==> src/rtl/register_file_bypass.sv <==
// register_file_bypass
//   Architectural register file for the pipelined MIPS core. It holds NREG
//   registers of DATA_W bits, with two combinational read ports and one
//   synchronous write port. Register 0 always reads as zero.
//
//   The block sits directly downstream of the hazard unit. When the hazard
//   unit sets a bit of rf_hazard_src, the matching read port returns this
//   cycle's write data (write-through) instead of the stored value.
//
//   Optional feature, macro RF_SCOREBOARD_EN:
//     When defined, a pending bit per register records an outstanding write,
//     for example a load in flight. busy_1 and busy_2 report the pending bit
//     of each read select, so decode can stall.
//     When undefined, pend_set and pend_sel are ignored and busy_1 and
//     busy_2 are tied to 0. The port list is the same in both builds.
//
// Ports
//   CLK            in   1       clock, rising edge
//   nRST           in   1       synchronous active-low reset
//   WEN            in   1       write enable (writeback stage)
//   wsel           in   SEL_W   write register select
//   wdat           in   DATA_W  write data
//   rsel_1/rsel_2  in   SEL_W   read selects
//   rf_hazard_src  in   2       bit0 bypasses port 1, bit1 bypasses port 2
//   rdat_1/rdat_2  out  DATA_W  read data, combinational
//   pend_set       in   1       mark pend_sel as pending
//   pend_sel       in   SEL_W   register being marked pending
//   busy_1/busy_2  out  1       read select has an outstanding write
module register_file_bypass #(
  parameter int DATA_W = 32,
  parameter int NREG   = 32,
  parameter int SEL_W  = 5
) (
  input  logic              CLK,
  input  logic              nRST,
  input  logic              WEN,
  input  logic [SEL_W-1:0]  wsel,
  input  logic [DATA_W-1:0] wdat,
  input  logic [SEL_W-1:0]  rsel_1,
  input  logic [SEL_W-1:0]  rsel_2,
  input  logic [1:0]        rf_hazard_src,
  output logic [DATA_W-1:0] rdat_1,
  output logic [DATA_W-1:0] rdat_2,
  input  logic              pend_set,
  input  logic [SEL_W-1:0]  pend_sel,
  output logic              busy_1,
  output logic              busy_2
);

  localparam logic [SEL_W:0] NREG_L = (SEL_W+1)'(NREG);

  logic [DATA_W-1:0] regs_r [NREG];

  // A select is usable only if it is nonzero and names a register that exists.
  logic wsel_ok_s, rsel_1_ok_s, rsel_2_ok_s, wr_ok_s;

  // Decode which selects address a real, writable register.
  always_comb begin
    wsel_ok_s   = (wsel   != {SEL_W{1'b0}}) && ({1'b0, wsel}   < NREG_L);
    rsel_1_ok_s = (rsel_1 != {SEL_W{1'b0}}) && ({1'b0, rsel_1} < NREG_L);
    rsel_2_ok_s = (rsel_2 != {SEL_W{1'b0}}) && ({1'b0, rsel_2} < NREG_L);
    wr_ok_s     = WEN && wsel_ok_s;
  end

  // Register array. Reset clears every entry. Writes to r0 or to
  // out-of-range selects are dropped, so r0 stays zero after reset.
  always_ff @(posedge CLK) begin
    if (!nRST) begin
      for (int i = 0; i < NREG; i++) begin
        regs_r[i] <= {DATA_W{1'b0}};
      end
    end else if (wr_ok_s) begin
      regs_r[wsel] <= wdat;
    end
  end

  // Read ports with write-through bypass. The hazard unit alone decides
  // whether to bypass, so selects are not compared here. A bypass request
  // is honoured only when this cycle's write actually lands.
  always_comb begin
    rdat_1 = {DATA_W{1'b0}};
    rdat_2 = {DATA_W{1'b0}};
    if (!nRST) begin
      rdat_1 = {DATA_W{1'b0}};
      rdat_2 = {DATA_W{1'b0}};
    end else begin
      if (rf_hazard_src[0] && wr_ok_s) begin
        rdat_1 = wdat;
      end else if (rsel_1_ok_s) begin
        rdat_1 = regs_r[rsel_1];
      end else begin
        rdat_1 = {DATA_W{1'b0}};
      end
      if (rf_hazard_src[1] && wr_ok_s) begin
        rdat_2 = wdat;
      end else if (rsel_2_ok_s) begin
        rdat_2 = regs_r[rsel_2];
      end else begin
        rdat_2 = {DATA_W{1'b0}};
      end
    end
  end

`ifdef RF_SCOREBOARD_EN
  logic [NREG-1:0] pend_r;
  logic            pend_sel_ok_s;

  // Pending select must name a real, nonzero register.
  always_comb begin
    pend_sel_ok_s = (pend_sel != {SEL_W{1'b0}}) && ({1'b0, pend_sel} < NREG_L);
  end

  // Pending bits. A landing write retires its register's pending bit. A
  // same-edge pend_set is applied afterwards, so a new producer that issues
  // on that edge keeps the register pending.
  always_ff @(posedge CLK) begin
    if (!nRST) begin
      pend_r <= {NREG{1'b0}};
    end else begin
      if (wr_ok_s) begin
        pend_r[wsel] <= 1'b0;
      end
      if (pend_set && pend_sel_ok_s) begin
        pend_r[pend_sel] <= 1'b1;
      end
    end
  end

  // busy is hidden when the write lands this cycle, because the bypass
  // already supplies the value.
  always_comb begin
    busy_1 = 1'b0;
    busy_2 = 1'b0;
    if (nRST) begin
      busy_1 = rsel_1_ok_s && pend_r[rsel_1] && !(WEN && (wsel == rsel_1));
      busy_2 = rsel_2_ok_s && pend_r[rsel_2] && !(WEN && (wsel == rsel_2));
    end else begin
      busy_1 = 1'b0;
      busy_2 = 1'b0;
    end
  end
`else
  logic unused_pend_s;

  // Scoreboard inputs are not used in this build.
  always_comb begin
    unused_pend_s = pend_set ^ (^pend_sel);
    busy_1        = 1'b0;
    busy_2        = 1'b0;
  end
`endif

endmodule

==> config.mk <==
export PLATFORM = sky130hd
export DESIGN_NAME = register_file_bypass
export DESIGN_NICKNAME = d
export VERILOG_FILES = /design/src/rtl/register_file_bypass.sv
export SDC_FILE = /design/constraint.sdc
export NUM_CORES = 2
export LEC_CHECK = 0
export CAP_MARGIN = 20
export CORE_ASPECT_RATIO = 1.5
export CORE_UTILIZATION = 63
export CTS_CLUSTER_SIZE = 8
export DETAILED_ROUTE_END_ITERATION = 6
export PLACE_DENSITY_LB_ADDON = 0.05
export SKIP_LAST_GASP = 1
export SLEW_MARGIN = 10
export SYNTH_ARGS = -nofsm -noshare
export SYNTH_HDL_FRONTEND = slang
export SYNTH_SLANG_ARGS = --single-unit
==> constraint.sdc <==
create_clock -name CLK -period 5.3 [get_ports CLK]
set_input_delay 1.06 -clock CLK [delete_from_list [all_inputs] [get_ports CLK]]
set_output_delay 1.06 -clock CLK [all_outputs]
set_load 0.05 [all_outputs]
==> summary.md <==
| Metric | Value |
|---|---|
| Status | complete, no violations |
| RSZ-0062 raised after global routing | false |
| Layout area overhead | 15.4% |
| # resized after CTS | 0 |
| Yosys Warn Count | 0 |
| Final TNS setup | 0 ns |
| Mapped Cells | 4,441 |
| Top reg by flops | regs_r |
| Initial core utilization | 0.639 |
| Worst-path maximum fanout | 19 |
| Chip height | 368 um |
| Slew margin rel. | 0.259 |
| Synth Area in Compound Gates | 0.114 |
| Gpl congestion | 0.886 |
| Setup violations, final | 0 |
| Hold endpoint | regs_r[0][21] |
| XOR/XNOR Fraction of Synth Area | 0 |
| Post-synth top area share | 0.548 |
| Setup crit start kind | primary input |
| Drt first pass iters | 6 |
| Die ar. | 90,300 sq um |
| Synth area leaders | edfxtp_1, mux2i_1, and2_1 |
| CTS tree | yes |
| Via-per-instance ratio | 7.36 |
| Vias in the first global route | 42,100 |
| GRT Overall Usage | 0.442 |
| Clock Sink Count | 1,024 |
| Post-route minimum period | 5.10 ns |
| Pwr/cell area | 323 nW/um^2 |
| Critical path arrival | 4.04 ns |
| Worst Hold Slack | 0.911 ns |
| WL final | 201,000 um |
| Post-synth cell types | 33 |
| Leak | 25.1 nW |
| Post-synthesis cell area | 56,100 sq um |
| Most frequent cells in the layout | mux2i_1, edfxtp_1, and2_1 |
| Synthesized area per cell | 12.6 sq um |
| Share of cells above drive strength 1 | 0.134 |
| NetSw | 5.47 mW |
| Worst Hold Class | primary input to flop |
| Routed WL per cell | 35.4 um |
| Leading area contributor after synthesis | edfxtp_1 |
| Number of setup buffers added after CTS | 0 |
| Period Utilization, post-route | 0.962 |
| Crit path kind | primary input to output pin |
| Finished Cell Area | 64,800 sq um |
| Final hold viol count | 0 |
| Slew Viols, Final | 0 |
| Critical Path RT | 4.24 ns |
| Post-synth EDFFs | 1,024 |
| Async S/R FF share, synth | 0 |
| Int Power | 15.4 mW |
| Sw frac | 0.262 |
| Worst-case clock buffer depth | 3 |
| Hold Path Stages | 2 |
| Simple-Gate Fraction of Synth Area | 0.121 |
| Combinational family with the most area after synthesis | multiplexers |
| Cts hold-fix bufs | 0 |
| Multi-input gate area | 24,200 sq um |
| Fillers | 5,852 |
| First-pass GRT wire length | 281,000 um |
| Initial drt markers | 5,531 |
| Power Total | 20.9 mW |
| H-tree levels | 4 |
| DRC | 0 |
| Via Count | 41,700 |
| Critical Path Sink Type | output pin |
| Antenna violations before repair | 15 |
| Largest registers | regs_r (1024) |
| Max reg flops | 1,024 |
| Synth Flop Type | edfxtp_1 |
| Nets | 4,559 |
| Hold Path Origin | nRST |
| Die width | 246 um |
| Antenna-violating nets left | 0 |
| Flop pwr share | 0.461 |
| Grt total ovfl | 0 |
| Combinational share of power | 0.143 |
| DP Wirelength | 116,000 um |
| Io pins | 124 |
| Buffers on Ports | 115 |
| Clk pin slew, worst setup/hold paths | 0.05 ns |
| Num CTS Buffers | 145 |
| Slew @ Worst Pin | 1.11 ns |
| Mux cell area share after synthesis | 0.183 |
| Post-Synth Adder-Cell Area | 0 |
| Storage cell area | 30,700 sq um |
| Clock network power share | 0.397 |
| Post-synthesis sequential area ratio | 0.548 |
| Dpl cell area | 60,800 sq um |
| Core ar. | 87,900 sq um |
| Largest net degree at the start of global routing | 62 |
| Max cap viols | 0 |
| Yosys reg bits | 1,024 |
| Peak supply drop | 0.349 mV |
| Row count | 133 |
| Root buffer cell | clkbuf_16 |
| Highest Clock Rate | 196 MHz |
## cells by family (layout without fill, tap and decap cells)
group,count (synthesis),count (layout)
buf+inv,469,509
simple gates,1121,1121
mux,1024,1024
flops,1024,1024
other cells,1,41
compound gates,802,802
## worst max-delay path, stage by stage
cell and delay [ns]:
clkdlybuf4s50_1 0.56, or3_1 0.42, o31a_1 0.32, a221o_2 0.41, buf_4 0.27, o41ai_1 0.71
buf_12 0.22
## power groups by stage
stage,logic (mW),clock network [mW],registers [mW]
floorplan,1.66,0,9.71
global placement,2.85,0,9.71
detailed placement,2.88,0,9.75
CTS,2.89,8.27,9.61
global route,3.04,8.56,9.65
finish,2.98,8.29,9.62
## worst max path at each step
stage            start          to  slack [ns]
3_3_place_gp   wsel[3]  rdat_2[31]        0.33
3_5_place_dp   wsel[3]  rdat_2[31]        0.30
2_1_floorplan  wsel[3]   rdat_2[0]        0.24
6_report       wsel[4]  rdat_2[31]        0.20
4_1_cts        wsel[3]  rdat_2[31]        0.31
5_1_grt        wsel[3]  rdat_2[31]        0.17
## cells in the mapped netlist, types with 6 or more instances
library cell  number
a21oi_1          128
a221oi_1         128
a22o_1           128
a22oi_1          256
and2_1           994
buf_1             27
buf_2             99
buf_6              6
clkbuf_1         333
edfxtp_1        1024
mux2i_1         1024
nand2_1           67
nor2_1            37
o21ai_0           31
o22ai_1           64
o41ai_2           60
## through the flow
stage	instances	utilization	worst slack, ns
4_1_cts	5657	0.736	0.309
6_report	5668	0.737	0.199
3_5_place_dp	5497	0.692	0.304
2_1_floorplan	4474	-	0.239
5_1_grt	5663	0.737	0.173
3_3_place_gp	5496	0.692	0.329
## routing by layer
metal  up-vias  track usage  part of all wire
met3       952        0.121              0.12
li1      16800            -                 -
met4         4        0.314             0.080
met1     20600        0.529              0.33
met5         -            0           0.00017
met2      3405        0.689              0.46
## cell type report
| cell class | instances | share of cell area |
|---|---|---|
| Antenna cell | 7 | 0.000270 |
| Inverter | 1 | 0.0000579 |
| Clock buffer | 149 | 0.0576 |
| Clock inverter | 11 | 0.00207 |
| Sequential cell | 1024 | 0.475 |
| Timing Repair Buffer | 348 | 0.0697 |
| Tap cell | 1147 | 0.0222 |
| Multi-Input combinational cell | 2981 | 0.373 |
Note: power is estimated with default switching activity, not from simulation.
